<file path="config.mk">
export PLATFORM = sky130hd
export DESIGN_NAME = mult_share_sched_flat
export DESIGN_NICKNAME = d
export VERILOG_FILES = /design/src/rtl/mult_share_sched_if.sv /design/src/rtl/mult_share_sched.sv /design/src/flat_wrapper.sv
export SDC_FILE = /design/constraint.sdc
export NUM_CORES = 1
export LEC_CHECK = 0
export BUFFER_PORTS_ARGS = -buffer_cell sky130_fd_sc_hd__buf_2
export CAP_MARGIN = 25
export CELL_PAD_IN_SITES_DETAIL_PLACEMENT = 1
export CELL_PAD_IN_SITES_GLOBAL_PLACEMENT = 1
export CORE_AREA = 5 5 90 92
export CTS_CLUSTER_DIAMETER = 150
export DETAILED_ROUTE_END_ITERATION = 16
export DIE_AREA = 0 0 95 97
export GPL_ROUTABILITY_DRIVEN = 0
export PLACE_DENSITY_LB_ADDON = 0.1
export SKIP_CTS_REPAIR_TIMING = 1
export SYNTH_ARGS = -nofsm -noshare
export SYNTH_HDL_FRONTEND = slang
export SYNTH_SLANG_ARGS = --single-unit
</file>
<file path="constraint.sdc">
create_clock -name clk -period 2.9 [get_ports clk]
set_input_delay 0 -clock clk [delete_from_list [all_inputs] [get_ports clk]]
set_output_delay 0 -clock clk [all_outputs]
set_load 0.05 [all_outputs]
</file>
<file path="src/rtl/mult_share_sched_if.sv">
// Requester/multiplier/response bundle for the shared constant-coefficient multiplier scheduler.
interface mult_share_sched_if #(
   parameter int NREQ = 4,
   parameter int DW   = 10,
   parameter int RW   = 16
);
   logic [NREQ-1:0]    req;
   logic [NREQ*DW-1:0] req_data;
   logic [NREQ-1:0]    gnt;
   logic [DW-1:0]      mult_dataa;
   logic [RW-1:0]      mult_result;
   logic               rsp_valid;
   logic [2:0]         rsp_id;
   logic [RW-1:0]      rsp_data;
   logic               busy;

   modport slave (
      input  req, req_data, mult_result,
      output gnt, mult_dataa, rsp_valid, rsp_id, rsp_data, busy
   );

   modport master (
      output req, req_data, mult_result,
      input  gnt, mult_dataa, rsp_valid, rsp_id, rsp_data, busy
   );
endinterface

</file>
<file path="src/rtl/mult_share_sched.sv">
// Round-robin time-sharing of one pipelined multiplier among NREQ requesters;
// a tag pipeline routes each product back to the requester that issued it.
module mult_share_sched #(
   parameter int NREQ = 4,
   parameter int DW   = 10,
   parameter int RW   = 16,
   parameter int MLAT = 2
) (
   input logic              clk,
   input logic              reset_n,
   mult_share_sched_if.slave bus
);
   logic [7:0]         req8;
   logic [7:0][DW-1:0] ops;
   logic [2:0]         ptr_q, ptr_d;
   logic [2:0]         gidx;
   logic [3:0]         sum;
   logic               found;
   logic               gnt_vld;
   logic [NREQ-1:0]    gnt_d;

   logic [DW-1:0]        dataa_q;
   logic [MLAT:0]        vld_pipe_q;
   logic [MLAT:0][2:0]   id_pipe_q;
   logic                 rsp_valid_q;
   logic [2:0]           rsp_id_q;
   logic [RW-1:0]        rsp_data_q;

   // Pad to 8 so a 3-bit index is always in range, whatever NREQ is.
   assign req8 = 8'(bus.req);

   always_comb begin
      ops = '0;
      for (int i = 0; i < NREQ; i++) ops[i] = bus.req_data[i*DW +: DW];
   end

   // Scan from the pointer upward, wrapping; first hit wins.
   always_comb begin
      found = 1'b0;
      gidx  = '0;
      sum   = '0;
      for (int off = 0; off < NREQ; off++) begin
         sum = {1'b0, ptr_q} + 4'(off);
         if (sum >= 4'(NREQ)) sum = sum - 4'(NREQ);
         if (!found && req8[sum[2:0]]) begin
            found = 1'b1;
            gidx  = sum[2:0];
         end
      end
   end

   assign gnt_vld = found & reset_n;
   assign gnt_d   = gnt_vld ? NREQ'(8'b1 << gidx) : '0;

   always_comb begin
      ptr_d = ptr_q;
      if (gnt_vld) ptr_d = (gidx == 3'(NREQ-1)) ? 3'd0 : gidx + 3'd1;
   end

   // Stage 0 of vld_pipe/id_pipe is the issue register; stage MLAT lines up with mult_result.
   always_ff @(posedge clk or negedge reset_n) begin
      if (!reset_n) begin
         ptr_q       <= '0;
         dataa_q     <= '0;
         vld_pipe_q  <= '0;
         id_pipe_q   <= '0;
         rsp_valid_q <= 1'b0;
         rsp_id_q    <= '0;
         rsp_data_q  <= '0;
      end else begin
         ptr_q         <= ptr_d;
         vld_pipe_q[0] <= gnt_vld;
         if (gnt_vld) begin
            dataa_q      <= ops[gidx];
            id_pipe_q[0] <= gidx;
         end
         for (int i = 1; i <= MLAT; i++) begin
            vld_pipe_q[i] <= vld_pipe_q[i-1];
            id_pipe_q[i]  <= id_pipe_q[i-1];
         end
         rsp_valid_q <= vld_pipe_q[MLAT];
         if (vld_pipe_q[MLAT]) begin
            rsp_data_q <= bus.mult_result;
            rsp_id_q   <= id_pipe_q[MLAT];
         end
      end
   end

   assign bus.gnt        = gnt_d;
   assign bus.mult_dataa = dataa_q;
   assign bus.rsp_valid  = rsp_valid_q;
   assign bus.rsp_id     = rsp_id_q;
   assign bus.rsp_data   = rsp_data_q;
   assign bus.busy       = (|bus.req) | (|vld_pipe_q);
endmodule

</file>
<file path="src/flat_wrapper.sv">
// flat-port wrapper written by rule: the top's interface ports become plain ports
module mult_share_sched_flat 
#(
   parameter int NREQ = 4,
   parameter int DW   = 10,
   parameter int RW   = 16,
   parameter int MLAT = 2
)
  (clk, reset_n, bus_req, bus_req_data, bus_mult_result, bus_gnt, bus_mult_dataa, bus_rsp_valid, bus_rsp_id, bus_rsp_data, bus_busy);
  mult_share_sched_if #(.NREQ(NREQ), .DW(DW), .RW(RW)) bus_i ();
  input logic clk;
  input logic reset_n;
  input wire logic [$bits(bus_i.req)-1:0] bus_req;
  input wire logic [$bits(bus_i.req_data)-1:0] bus_req_data;
  input wire logic [$bits(bus_i.mult_result)-1:0] bus_mult_result;
  output wire logic [$bits(bus_i.gnt)-1:0] bus_gnt;
  output wire logic [$bits(bus_i.mult_dataa)-1:0] bus_mult_dataa;
  output wire logic [$bits(bus_i.rsp_valid)-1:0] bus_rsp_valid;
  output wire logic [$bits(bus_i.rsp_id)-1:0] bus_rsp_id;
  output wire logic [$bits(bus_i.rsp_data)-1:0] bus_rsp_data;
  output wire logic [$bits(bus_i.busy)-1:0] bus_busy;
  assign bus_i.req = bus_req;
  assign bus_i.req_data = bus_req_data;
  assign bus_i.mult_result = bus_mult_result;
  assign bus_gnt = bus_i.gnt;
  assign bus_mult_dataa = bus_i.mult_dataa;
  assign bus_rsp_valid = bus_i.rsp_valid;
  assign bus_rsp_id = bus_i.rsp_id;
  assign bus_rsp_data = bus_i.rsp_data;
  assign bus_busy = bus_i.busy;
  mult_share_sched #(.NREQ(NREQ), .DW(DW), .RW(RW), .MLAT(MLAT)) u_core (.clk(clk), .reset_n(reset_n), .bus(bus_i));
endmodule
</file>
==> results.ini <==
[run_status]
status=completed

[global_route]
track_usage_pct=13.59
grt_antenna_before_repair=0
grt_overflow_total=0
grt_pass1_vias=2019
grt_max_degree=44
grt_pass1_wl_mm=10.14

[place]
pre_cts_ws_ps=187.8
dp.cells=389
portBuffers=96
dp_hpwl_mm=4.821

[synth]
syn_inst=201
yosysSeqAreaShare_pct=50.51
netlist_area_um2=2230
syn_area_per_cell_um2=11.09
yosysWarningCount=0
synth_fp_nets=266
ys_seq_elements=45
synth_xor_xnor_area_share_pct=0
synth_area_leaders=dfrtp_1 51%, mux2_2 9.6%, nand2_1 4.0%, a311oi_1 3.5%, nor3b_1 3.4%
synth_compound_area_share_pct=14.20
synth_top_cell_area_share_pct=50.51
synth.distinct_cells=42
synthAdderAreaFrac_pct=1.684
synth_simple_gate_area_share_pct=14.76
yosysTopAreaCell=dfrtp_1
synth.area.mux_share_pct=14.48
synth_top_family_by_area=simple AND/OR/NAND/NOR gates

[clocking]
cts_tree=yes
root_buffer=clkbuf_8
cts_buffers=5
clk_pin_slew_ps=80
clk_path_buf_depth=2
h-tree-depth=2
clkLatencyLatePin_ps=300
cts_sinks=45

[finish]
final_cell_mix=95 x buf_2, 45 x dfrtp_1, 37 x dlygate4sd3_1
fin_nets=400
fin_cells=435
drive_gt1_share_pct=42.86
antenna_cells=0
n_fill_cell=833
area_delta_synth_final_pct=48.37
final_common_cell=buf_2

[die]
die-area_um2=9215
ioPinCount=97
die_x_um=95
num_rows=31
initial_core_util_pct=31.24
fp.coreArea_um2=7137
dieHeight_um=97

[timing]
slew_headroom_pct=47.03
max_freq_ghz=0.3623
fin_crit_sh_pct=95.17
period_needed_ps=2760
drv_slew=0
setup_viol=0
hold_violations=0
worst_pin_slew_ps=794.6
rsz0062_at_grt=no
worst_clock_skew_ps=7.265
timing.final.ws_setup_ps=140.0

[route]
via_per_inst=4.749
first_pass_iters=4
post-route-drc-count=0
wire_per_inst_um=15.15
drtIter0Drc=64
wirelength_mm=6.592
ant_nets=0
dr_total_vias=2066

[setup_path]
crit_path_max_fanout=12
required_ps=2900
path_cells=inv_1, ha_4, mux4_2, o21ai_2, a221oi_2, or2_4, inv_6, ha_1, and2_1, buf_4
slowest_stage=mux4_2
critPathMaxStageDelay_ps=530
crit_type=reg -> out
crit_arrival_ps=2760
start_kind=register
cp-end-kind=primary output

[power]
power_density_nw_per_um2=1056
finalPower_mw=3.492
p_leak_nw=1.511
peakVddDrop_uv=506.8

[job]
drv_cap=0

[hold_path]
hold_path.class=in -> async

## layout make-up
type	count	area, um2	share of cell area, %
well taps	99	123.9	3.744
clock buffers	5	68.82	2.080
inverters	5	23.77	0.7186
flip-flops and latches	45	1126	34.04
multi-input cells	137	1031	31.16
repair buffers	141	913.4	27.61
clock inverters	3	21.27	0.6430
## synth_stat cells (all sizes together)
cell / count
dfrtp: 45
ha: 3
nand3: 3
nor3b: 10
nand4: 1
a211o: 1
a221oi: 1
o22ai: 1
mux4: 2
o21ai: 7
a21bo: 1
mux2i: 3
nand2: 25
clkinv: 1
a21oi: 2
and2: 3
o2bb2ai: 1
or2: 1
inv: 4
a211oi: 10
buf: 8
o221a: 1
nand2b: 2
nor2: 16
o21a: 4
nor4: 1
a311oi: 10
and3: 1
mux2: 22
nor2b: 3
clkbuf: 6
nor3: 1
a31oi: 1
## flip-flops by register name (all words and copies together), names as in the netlist
register and count:
u_core.bus.mult_dataa 10, u_core.bus.rsp_data 16, u_core.bus.rsp_id 3, u_core.bus.rsp_valid 1
u_core.id_pipe_q 9, u_core.ptr_q 3, u_core.vld_pipe_q 3
## power by group
group	internal [mW]	total [mW]	switching, mW
Sequential	0.839	0.950	0.112
Clock	0.171	0.390	0.219
Combinational	0.722	2.15	1.43
## layer usage
metal	vias up	global-route usage (%)	wire (um)
met4	0	2.997	32
met5	-	0	0
met2	75	21.85	3262
met1	993	17.58	2830
li1	995	-	-
met3	3	4.577	467
## worst max-delay path, delay by kind of cell (launching register included)
family	cells	cell delay, ps
AO/OA/AOI/OAI	2	220
adder cells (fa/ha/maj)	2	480
buffers and inverters	3	430
flip-flops	1	350
multiplexers	1	530
AND/OR/NAND/NOR	2	450
## kinds of logic (layout without fill, tap and decap cells)
group           after synthesis  after routing
mux                          27             27
fa+ha+maj                     3              3
buf+inv                      19            154
simple gates                 67             67
compound gates               40             40
flops                        45             45
## stage by stage
step | cell area [um2] | hold WS (ps) | utilization (%) | TNS [ps]
2_1_floorplan | 2230 | -295.6 | - | 0
3_3_place_gp | 2815 | -159.1 | 39.45 | 0
3_5_place_dp | 2815 | -158.6 | 39.45 | 0
4_1_cts | 2905 | -484.9 | 40.71 | -214.6
5_1_grt | 3308 | 57.19 | 46.35 | 0
6_report | 3308 | 59.88 | 46.35 | 0
## final timing paths
kind                                            end  slack, ps  cells past startpoint                start
max in group asynchronous    u_core.bus.rsp_data[7]       2090                      3              reset_n
max reg2reg                u_core.bus.mult_dataa[6]        310                      8      u_core.ptr_q[0]
min reg2reg                     u_core.id_pipe_q[6]        350                      0  u_core.id_pipe_q[3]
min                        u_core.bus.mult_dataa[1]         60                      2              reset_n
max                                      bus_gnt[3]        140                     10      u_core.ptr_q[0]
min in group clk           u_core.bus.mult_dataa[3]         90                      3     bus_req_data[23]
Power figures use the tool's default switching activity.
